--- config.mk ---
export PLATFORM = sky130hd
export DESIGN_NAME = sp_ram_arbiter_flat
export DESIGN_NICKNAME = d
export VERILOG_FILES = /design/src/rtl/sp_ram_arb_pkg.sv /design/src/rtl/sp_ram_arbiter_if.sv /design/src/rtl/sp_ram_arbiter_rr_arb2.sv /design/src/rtl/sp_ram_arbiter.sv /design/src/flat_wrapper.sv
export SDC_FILE = /design/constraint.sdc
export NUM_CORES = 1
export LEC_CHECK = 0
export ABC_CLOCK_PERIOD_IN_PS = 2000
export CORE_MARGIN = 5
export CORE_UTILIZATION = 34
export DETAILED_ROUTE_END_ITERATION = 10
export PLACE_DENSITY = 0.87
export SLEW_MARGIN = 40
export SYNTH_ARGS = -nofsm -noshare
export SYNTH_HDL_FRONTEND = slang
export SYNTH_SLANG_ARGS = --single-unit
--- constraint.sdc ---
create_clock -name clk -period 2 [get_ports clk]
set_clock_uncertainty 0.05 [all_clocks]
set_input_delay 0.2 -clock clk [delete_from_list [all_inputs] [get_ports clk]]
set_output_delay 0.2 -clock clk [all_outputs]
set_load 0.01 [all_outputs]
--- src/rtl/sp_ram_arb_pkg.sv ---
// Shared types and helpers for the single-port RAM arbiter.
package sp_ram_arb_pkg;

    typedef enum logic {
        OWN_INSTR = 1'b0,
        OWN_DATA  = 1'b1
    } owner_e;

    localparam int unsigned MEM_WORDS_DEFAULT = 256;

    // A byte address is in range when no bit above the word index is set.
    function automatic logic addr_in_range(input logic [31:0] addr, input int unsigned addr_w);
        logic [31:0] hi;
        hi = addr >> (addr_w + 2);
        return hi == '0;
    endfunction

endpackage

--- src/rtl/sp_ram_arbiter_if.sv ---
// Fetch, LSU and RAM port bundle seen by the arbiter.
interface sp_ram_arbiter_if;
    logic        instr_req_i;
    logic        instr_gnt_o;
    logic        instr_rvalid_o;
    logic [31:0] instr_addr_i;
    logic [31:0] instr_rdata_o;
    logic        instr_err_o;

    logic        data_req_i;
    logic        data_gnt_o;
    logic        data_rvalid_o;
    logic [31:0] data_addr_i;
    logic        data_we_i;
    logic [3:0]  data_be_i;
    logic [31:0] data_wdata_i;
    logic [31:0] data_rdata_o;
    logic        data_err_o;

    logic        ram_req_o;
    logic        ram_gnt_i;
    logic        ram_rvalid_i;
    logic [31:0] ram_addr_o;
    logic        ram_we_o;
    logic [31:0] ram_wdata_o;
    logic [31:0] ram_rdata_i;

    // Arbiter side.
    modport slave (
        input  instr_req_i, instr_addr_i,
        output instr_gnt_o, instr_rvalid_o, instr_rdata_o, instr_err_o,
        input  data_req_i, data_addr_i, data_we_i, data_be_i, data_wdata_i,
        output data_gnt_o, data_rvalid_o, data_rdata_o, data_err_o,
        output ram_req_o, ram_addr_o, ram_we_o, ram_wdata_o,
        input  ram_gnt_i, ram_rvalid_i, ram_rdata_i
    );

    // Core and RAM side.
    modport master (
        output instr_req_i, instr_addr_i,
        input  instr_gnt_o, instr_rvalid_o, instr_rdata_o, instr_err_o,
        output data_req_i, data_addr_i, data_we_i, data_be_i, data_wdata_i,
        input  data_gnt_o, data_rvalid_o, data_rdata_o, data_err_o,
        input  ram_req_o, ram_addr_o, ram_we_o, ram_wdata_o,
        output ram_gnt_i, ram_rvalid_i, ram_rdata_i
    );
endinterface

--- src/rtl/sp_ram_arbiter_rr_arb2.sv ---
// Two-input round-robin arbiter; bit 0 = fetch, bit 1 = LSU.
module rr_arb2
    import sp_ram_arb_pkg::*;
(
    input  logic       clk,
    input  logic       rst_n,
    input  logic [1:0] req,
    input  logic       advance,
    output logic [1:0] win
);

    owner_e prio_q, prio_d;

    // Pick the winner; on a grant the other master takes priority for the next conflict.
    always_comb begin
        win    = 2'b00;
        prio_d = prio_q;
        unique case (req)
            2'b01:   win = 2'b01;
            2'b10:   win = 2'b10;
            2'b11:   win = (prio_q == OWN_DATA) ? 2'b10 : 2'b01;
            default: win = 2'b00;
        endcase
        if (advance && win[1]) begin
            prio_d = OWN_INSTR;
        end else if (advance && win[0]) begin
            prio_d = OWN_DATA;
        end
    end

    // Priority register, data wins the first conflict after reset.
    always_ff @(posedge clk or negedge rst_n) begin
        if (!rst_n) begin
            prio_q <= OWN_DATA;
        end else begin
            prio_q <= prio_d;
        end
    end

endmodule

--- src/rtl/sp_ram_arbiter.sv ---
// Fetch/LSU front end for the single-port RAM: arbitration, byte merge, registered response.
module sp_ram_arbiter
    import sp_ram_arb_pkg::*;
#(
    parameter int unsigned MEM_WORDS = MEM_WORDS_DEFAULT,
    parameter int unsigned ADDR_W    = $clog2(MEM_WORDS)
) (
    input logic               clk,
    input logic               rst_n,
    sp_ram_arbiter_if.slave   bus
);

    localparam logic [31:0] IDX_MASK = 32'((64'd1 << ADDR_W) - 64'd1);

    logic [1:0]  win;
    logic        win_data, win_any, win_in_range;
    logic        instr_in_range, data_in_range;
    logic [31:0] win_addr;
    logic        instr_gnt, data_gnt, any_gnt;
    logic [31:0] rsp_rdata;

    logic        pend_q, pend_oor_q;
    owner_e      owner_q;
    logic [31:0] instr_rdata_q, data_rdata_q;
    logic        instr_err_q, data_err_q;

    rr_arb2 u_rr_arb2 (
        .clk     (clk),
        .rst_n   (rst_n),
        .req     ({bus.data_req_i, bus.instr_req_i}),
        .advance (any_gnt),
        .win     (win)
    );

    // Grant, RAM request and read-modify-write data for the current winner.
    always_comb begin
        instr_in_range = addr_in_range(bus.instr_addr_i, ADDR_W);
        data_in_range  = addr_in_range(bus.data_addr_i, ADDR_W);
        win_data       = win[1];
        win_any        = |win;
        win_addr       = win_data ? bus.data_addr_i : bus.instr_addr_i;
        win_in_range   = win_data ? data_in_range : instr_in_range;

        // Out-of-range accesses never touch the RAM, so they need no RAM grant.
        instr_gnt = win[0] && (bus.ram_gnt_i || !instr_in_range);
        data_gnt  = win[1] && (bus.ram_gnt_i || !data_in_range);
        any_gnt   = instr_gnt || data_gnt;

        bus.instr_gnt_o = instr_gnt;
        bus.data_gnt_o  = data_gnt;
        bus.ram_req_o   = win_any && win_in_range;
        bus.ram_addr_o  = (win_addr >> 2) & IDX_MASK;
        bus.ram_we_o    = data_gnt && bus.data_we_i && data_in_range;

        for (int k = 0; k < 4; k++) begin
            bus.ram_wdata_o[8*k +: 8] = bus.data_be_i[k] ? bus.data_wdata_i[8*k +: 8]
                                                         : bus.ram_rdata_i[8*k +: 8];
        end

        // Only in-range reads return RAM data; writes and errors return zero.
        rsp_rdata = (win_in_range && !(win_data && bus.data_we_i)) ? bus.ram_rdata_i : '0;
    end

    // Capture the response at grant; it becomes visible with rvalid one cycle later.
    always_ff @(posedge clk or negedge rst_n) begin
        if (!rst_n) begin
            pend_q        <= 1'b0;
            pend_oor_q    <= 1'b0;
            owner_q       <= OWN_DATA;
            instr_rdata_q <= '0;
            instr_err_q   <= 1'b0;
            data_rdata_q  <= '0;
            data_err_q    <= 1'b0;
        end else begin
            pend_q <= any_gnt;
            if (any_gnt) begin
                pend_oor_q <= !win_in_range;
                owner_q    <= win_data ? OWN_DATA : OWN_INSTR;
            end
            if (instr_gnt) begin
                instr_rdata_q <= rsp_rdata;
                instr_err_q   <= !win_in_range;
            end
            if (data_gnt) begin
                data_rdata_q <= rsp_rdata;
                data_err_q   <= !win_in_range;
            end
        end
    end

    // Route the response to its owner only.
    always_comb begin
        bus.instr_rvalid_o = pend_q && (pend_oor_q || bus.ram_rvalid_i) && (owner_q == OWN_INSTR);
        bus.data_rvalid_o  = pend_q && (pend_oor_q || bus.ram_rvalid_i) && (owner_q == OWN_DATA);
        bus.instr_rdata_o  = instr_rdata_q;
        bus.instr_err_o    = instr_err_q;
        bus.data_rdata_o   = data_rdata_q;
        bus.data_err_o     = data_err_q;
    end

endmodule
--- src/flat_wrapper.sv ---
// flat-port wrapper written by rule: the top's interface ports become plain ports
module sp_ram_arbiter_flat import sp_ram_arb_pkg::*;
#(
    parameter int unsigned MEM_WORDS = MEM_WORDS_DEFAULT,
    parameter int unsigned ADDR_W    = $clog2(MEM_WORDS)
)
  (clk, rst_n, bus_instr_req_i, bus_instr_addr_i, bus_instr_gnt_o, bus_instr_rvalid_o, bus_instr_rdata_o, bus_instr_err_o, bus_data_req_i, bus_data_addr_i, bus_data_we_i, bus_data_be_i, bus_data_wdata_i, bus_data_gnt_o, bus_data_rvalid_o, bus_data_rdata_o, bus_data_err_o, bus_ram_req_o, bus_ram_addr_o, bus_ram_we_o, bus_ram_wdata_o, bus_ram_gnt_i, bus_ram_rvalid_i, bus_ram_rdata_i);
  sp_ram_arbiter_if bus_i ();
  input logic clk;
  input logic rst_n;
  input wire logic [$bits(bus_i.instr_req_i)-1:0] bus_instr_req_i;
  input wire logic [$bits(bus_i.instr_addr_i)-1:0] bus_instr_addr_i;
  output wire logic [$bits(bus_i.instr_gnt_o)-1:0] bus_instr_gnt_o;
  output wire logic [$bits(bus_i.instr_rvalid_o)-1:0] bus_instr_rvalid_o;
  output wire logic [$bits(bus_i.instr_rdata_o)-1:0] bus_instr_rdata_o;
  output wire logic [$bits(bus_i.instr_err_o)-1:0] bus_instr_err_o;
  input wire logic [$bits(bus_i.data_req_i)-1:0] bus_data_req_i;
  input wire logic [$bits(bus_i.data_addr_i)-1:0] bus_data_addr_i;
  input wire logic [$bits(bus_i.data_we_i)-1:0] bus_data_we_i;
  input wire logic [$bits(bus_i.data_be_i)-1:0] bus_data_be_i;
  input wire logic [$bits(bus_i.data_wdata_i)-1:0] bus_data_wdata_i;
  output wire logic [$bits(bus_i.data_gnt_o)-1:0] bus_data_gnt_o;
  output wire logic [$bits(bus_i.data_rvalid_o)-1:0] bus_data_rvalid_o;
  output wire logic [$bits(bus_i.data_rdata_o)-1:0] bus_data_rdata_o;
  output wire logic [$bits(bus_i.data_err_o)-1:0] bus_data_err_o;
  output wire logic [$bits(bus_i.ram_req_o)-1:0] bus_ram_req_o;
  output wire logic [$bits(bus_i.ram_addr_o)-1:0] bus_ram_addr_o;
  output wire logic [$bits(bus_i.ram_we_o)-1:0] bus_ram_we_o;
  output wire logic [$bits(bus_i.ram_wdata_o)-1:0] bus_ram_wdata_o;
  input wire logic [$bits(bus_i.ram_gnt_i)-1:0] bus_ram_gnt_i;
  input wire logic [$bits(bus_i.ram_rvalid_i)-1:0] bus_ram_rvalid_i;
  input wire logic [$bits(bus_i.ram_rdata_i)-1:0] bus_ram_rdata_i;
  assign bus_i.instr_req_i = bus_instr_req_i;
  assign bus_i.instr_addr_i = bus_instr_addr_i;
  assign bus_instr_gnt_o = bus_i.instr_gnt_o;
  assign bus_instr_rvalid_o = bus_i.instr_rvalid_o;
  assign bus_instr_rdata_o = bus_i.instr_rdata_o;
  assign bus_instr_err_o = bus_i.instr_err_o;
  assign bus_i.data_req_i = bus_data_req_i;
  assign bus_i.data_addr_i = bus_data_addr_i;
  assign bus_i.data_we_i = bus_data_we_i;
  assign bus_i.data_be_i = bus_data_be_i;
  assign bus_i.data_wdata_i = bus_data_wdata_i;
  assign bus_data_gnt_o = bus_i.data_gnt_o;
  assign bus_data_rvalid_o = bus_i.data_rvalid_o;
  assign bus_data_rdata_o = bus_i.data_rdata_o;
  assign bus_data_err_o = bus_i.data_err_o;
  assign bus_ram_req_o = bus_i.ram_req_o;
  assign bus_ram_addr_o = bus_i.ram_addr_o;
  assign bus_ram_we_o = bus_i.ram_we_o;
  assign bus_ram_wdata_o = bus_i.ram_wdata_o;
  assign bus_i.ram_gnt_i = bus_ram_gnt_i;
  assign bus_i.ram_rvalid_i = bus_ram_rvalid_i;
  assign bus_i.ram_rdata_i = bus_ram_rdata_i;
  sp_ram_arbiter #(.MEM_WORDS(MEM_WORDS), .ADDR_W(ADDR_W)) u_core (.clk(clk), .rst_n(rst_n), .bus(bus_i));
endmodule
# --- Yosys cells after proc, flatten, opt, wreduce, memory -nomap -nowiden ---
# Cells that the tools add are included.
totals:
  output_inout_bits: 136
  input_bits: 139
  ff_bits: 70
classes:
  bitwise: 1
  eq_ne: 3
  mux: 12
  n_reduce_logical: 24
ops:
  columns: ["op", "count"]
  rows:
  - ["zero test 32 bit", 2]
  - ["two-way mux 32 bit", 1]
  - ["two-way mux 8 bit", 4]
  - ["logical AND 1 bit", 12]
  - ["two-way mux 10 bit", 1]
  - ["case mux 2 bit (3 select lines)", 1]
  - ["== test 2 bit, second input constant", 2]
  - ["zero test 1 bit", 4]
  - ["logical OR 1 bit", 4]
  - ["two-way mux 1 bit", 4]
  - ["== test 2 x 1 -> 1 bit, second input constant", 1]
  - ["two-way mux 2 bit", 1]
  - ["nonzero test 2 bit", 1]
  - ["OR reduction 2 bit", 1]
  - ["inverter 1 bit", 1]

# --- Depth between registers and ports, before layout ---
depth:
  depth_word: 8
  mapped_depth: 6

# --- Modules after synthesis ---
# A second synthesis with hierarchy kept.
hier_totals:
  cells_unflattened: 439
  area_unflattened_um2: 3797.4
by_module_without_submodules:
  columns: ["mod", "cells_per_inst", "seq_area_each_um2", "n_inst", "area_per_inst_um2"]
  rows:
  - ["sp_ram_arbiter", 433, 1727.9, 1, 3741.1]
  - ["rr_arb2", 6, 26.3, 1, 56.3]

# --- Worst setup path after synthesis ---
# No wires, ideal clock.
synth_path:
  path_type: "input port to output port"
  startpoint: "input port bus_data_addr_i[26]"
  endpoint: "output port bus_ram_we_o"
  n_path_buf: 1
  setup_slack_ps: 309
  required_ps: 1750
  arrival_ps: 1441
  stages: 5
  path_cell_list: "nor4_1 -> nand4_1 -> or2_1 -> clkbuf_1 -> nor3_1"
synth_between:
  elab_chain_cells: 6
synth_lines:
  columns: ["element", "line_no", "source"]
  rows:
  - ["start, declared", "flat_wrapper.sv:18", "input wire logic [$bits(bus_i.data_addr_i)-1:0] bus_data_addr_i;"]
  - ["zero test 32 bit *", "sp_ram_arb_pkg.sv:15", "return hi == '0;"]
  - ["zero test 1 bit", "sp_ram_arbiter.sv:46", "data_gnt = win[1] && (bus.ram_gnt_i || !data_in_range);"]
  - ["logical OR 1 bit", "sp_ram_arbiter.sv:46", null]
  - ["logical AND 1 bit", "sp_ram_arbiter.sv:46", null]
  - ["logical AND 1 bit", "sp_ram_arbiter.sv:53", "bus.ram_we_o = data_gnt && bus.data_we_i && data_in_range;"]
  - ["logical AND 1 bit *", "sp_ram_arbiter.sv:53", null]
  - ["end, declared", "flat_wrapper.sv:28", "output wire logic [$bits(bus_i.ram_we_o)-1:0] bus_ram_we_o;"]
# Every way passes the cells marked *; elsewhere a longest branch is shown, timed or not.

# --- Worst setup path in the final report ---
layout_path:
  startpoint: "input port bus_data_be_i[1]"
  endpoint: "output port bus_ram_wdata_o[10]"
layout_between:
  elab_chain_cells: 1
layout_lines:
  columns: ["element", "line_no", "source"]
  rows:
  - ["start, declared", "flat_wrapper.sv:20", "input wire logic [$bits(bus_i.data_be_i)-1:0] bus_data_be_i;"]
  - ["two-way mux 8 bit", "sp_ram_arbiter.sv:56", "bus.ram_wdata_o[8*k +: 8] = bus.data_be_i[k] ? bus.data_wdata_i[8*k +: 8]"]
  - ["end, declared", "flat_wrapper.sv:29", "output wire logic [$bits(bus_i.ram_wdata_o)-1:0] bus_ram_wdata_o;"]
# No other way between the ends.

==> out/metrics.cfg <==
[status]
run_status=complete, no violations

[sta]
setup_viol=0
final.setup.worst_slack_ps=77.5
min_period_over_period_pct=96.1
slew_viol_final=0
fmaxAchievable_ghz=0.520
final_period_minus_worst_setup_slack_ps=1920
tns_ps=0
actual_transition_at_the_worst_max_transition_pin_ps=628
max_slew_margin_pct=58.1
finalHoldViolations=0

[drt]
dr.first_iter.drc_count=161
drt_first_pass_iters=4
routed_wire_length_per_instance_um=17.7
number_of_remaining_drc_errors=0
post_drt_via_cell_ratio=5.05
vias=3828
final_antenna_net_count=0
drt_wl_total_um=13400

[yosys]
synth-warning-count=0
sequential_cell_area_fraction_in_the_yosys_report_pct=47.6
ys_seq_elements=70
synth.top_cells.by_area=dfrtp_1 (46%), mux2_2 (9.8%), a22o_1 (7.4%)
syn_inst=358
ys_types=33
synth.cell_area_um2=3680
synth_top_area_share_pct=46.2
post_synthesis_cell_type_with_the_largest_combined_area=dfrtp_1
syn_area_per_cell_um2=10.3

[worst_setup_path]
worst-endpoint-required_ps=1750
criticalPathCategory=in2out
setup.worst_path.end=bus_ram_wdata_o[10]
worst-endpoint-arrival_ps=1670
highest_net_fanout_along_the_worst_path=5
timing.reg2reg.worst_path_depth=6
r2r-start=u_core.u_rr_arb2.prio_q$_DFFE_PN1P_
timing.critical_path.from=bus_data_be_i[1]
flop2flop_setup_slack_ps=300
start_kind=input port
timing.critical_path.to_type=output port
worstReg2RegEnd=u_core.bus.instr_rdata_o[14]$_DFFE_PN0P_

[finish]
finish.net_count=752
final_core_util_pct=60.8
postLayoutCellArea_um2=6540
layout-area-overhead-vs-synth_pct=77.5
final_layout_size_suffix_gt1_share_pct=16.5
antenna_cells_inserted=0

[global_routing]
grt_start_max_net_pins=71
grt_antenna_before_repair=0
globalRouteOverflowTotal=0
globalRouteTotalUtil_pct=19.9
grt_pass1_vias=4167
grt_pass1_wl_um=21000

[clocking]
insertion_delay_ps=320
clk_pin_slew_worst_paths_ps=80
htree_num_levels=3
cts.sinks=70
clockRootBuffer=clkbuf_8
cts_tree=built
inserted_clock_buffers=9
ctsLongestPathBuffers=2

[place]
place.detailed.hpwl_um=10300
placement.io_buffers=246
dpl-instance-area_um2=6290
routabilityCongestion=0.858
place_worst_setup_slack_ps=-364

[power_and_ir_drop]
power.density_nw_per_um2=538
vdd_drop_max_mv=0.331
design_power_total_uw=3510
p_leak_uw=0.00273

[floorplan]
floorplan.die_area_um2=13000
die_h_um=114
floorplan.initialDensity_pct=34.3
boundaryPins=275
rows=38
core_region_area_um2=10700
die_width_um=114

[worst_hold_path]
worstHoldPathType=in2async

[job]
max-cap-violations=0

-- final cells by class --
cell class	count	area [um2]
clock buffer	10	138
clock inverter	6	85.1
fill	905	4210
inverter	3	11.3
multi-input combinational	257	1720
sequential	70	1750
tap	140	175
timing repair buffer	272	2660
-- cells in the mapped netlist (all sizes together) --
cell type   n
inv         3
nor3        4
o21ai      37
a21boi      1
or2         1
conb        1
a22oi      32
clkbuf     19
dfstp       2
o221ai      2
o2bb2ai     2
nor2        7
mux2       32
o31ai       2
nand2      65
dfrtp      68
nand4       2
and2        1
and4b       1
nand2b      1
buf        32
a22o       33
nor4       10
-- worst min path at each step --
| stage | endpoint | slack, ps |
|---|---|---|
| floorplan | u_core.bus.data_err_o$_DFFE_PN0P_ | -150 |
| global placement | u_core.bus.instr_rdata_o[11]$_DFFE_PN0P_ | 310 |
| detailed placement | u_core.bus.instr_rdata_o[6]$_DFFE_PN0P_ | 190 |
| CTS | u_core.bus.instr_rdata_o[11]$_DFFE_PN0P_ | 390 |
| global route | u_core.bus.data_rdata_o[9]$_DFFE_PN0P_ | 430 |
| finish | u_core.bus.instr_rdata_o[6]$_DFFE_PN0P_ | 390 |
-- registers in the layout (all words and copies together), names as in the netlist --
register                  cells
u_core.bus.data_err_o         1
u_core.bus.data_rdata_o      32
u_core.bus.instr_err_o        1
u_core.bus.instr_rdata_o     32
u_core.owner_q                1
u_core.pend_oor_q             1
u_core.pend_q                 1
u_core.u_rr_arb2.prio_q       1
-- metal layers --
metal | track usage [%] | routed length, um | up-vias | part of all wire, %
li1 | - | - | 1767 | -
met1 | 22.5 | 5000 | 1873 | 37
met2 | 36.7 | 7280 | 170 | 54
met3 | 4.49 | 950 | 18 | 7.1
met4 | 6.73 | 219 | 0 | 1.6
met5 | 0 | 0 | - | 0
-- kinds of logic after synthesis --
kind of cell	Yosys count	share of synthesized area [%]
flops	70	47.6
simple gates	92	11.8
other cells	1	0.102
buf+inv	54	9.31
compound gates	109	21.4
mux	32	9.79
-- cells in the final DEF (no fill, tap or decap), drive strengths merged --
master         count
a21boi             1
a22o              33
a22oi             32
and2               1
and4b              1
buf               28
bufinv             2
clkbuf            18
clkdlybuf4s50    231
clkinv             2
clkinvlp           2
conb              24
dfrtp             68
dfstp              2
dlygate4sd2        3
dlygate4sd3        1
dlymetal6s2s       1
inv                3
mux2              32
nand2             65
nand2b             1
nand4              2
nor2               7
nor3               4
nor4              10
o21ai             37
o221ai             2
o2bb2ai            2
o31ai              2
or2                1
-- worst max-delay path, stage by stage --
cell             delay [ps]
clkdlybuf4s50_1         480
buf_4                   150
mux2_2                  340
clkdlybuf4s50_1         500
-- metrics by stage --
stage	hold slack [ps]	instances
6_report	393	758
5_1_grt	427	758
4_1_cts	394	757
3_5_place_dp	195	739
3_3_place_gp	309	739
2_1_floorplan	-146	381
-- repair_timing --
action	CTS	global route
buffers inserted	1	1
hold endpoints to repair	68	0
gates resized for setup	26	19
hold buffers	1	0
endpoints found under the setup margin	20	11
cloned	0	0
pin swaps	6	7
-- report_power, final --
group          switching [uW]  internal (uW)
Sequential               7.84           1430
Clock                     534            732
Combinational             344            463
Total                     886           2630
No activity file was read; power rests on OpenSTA's default activity.
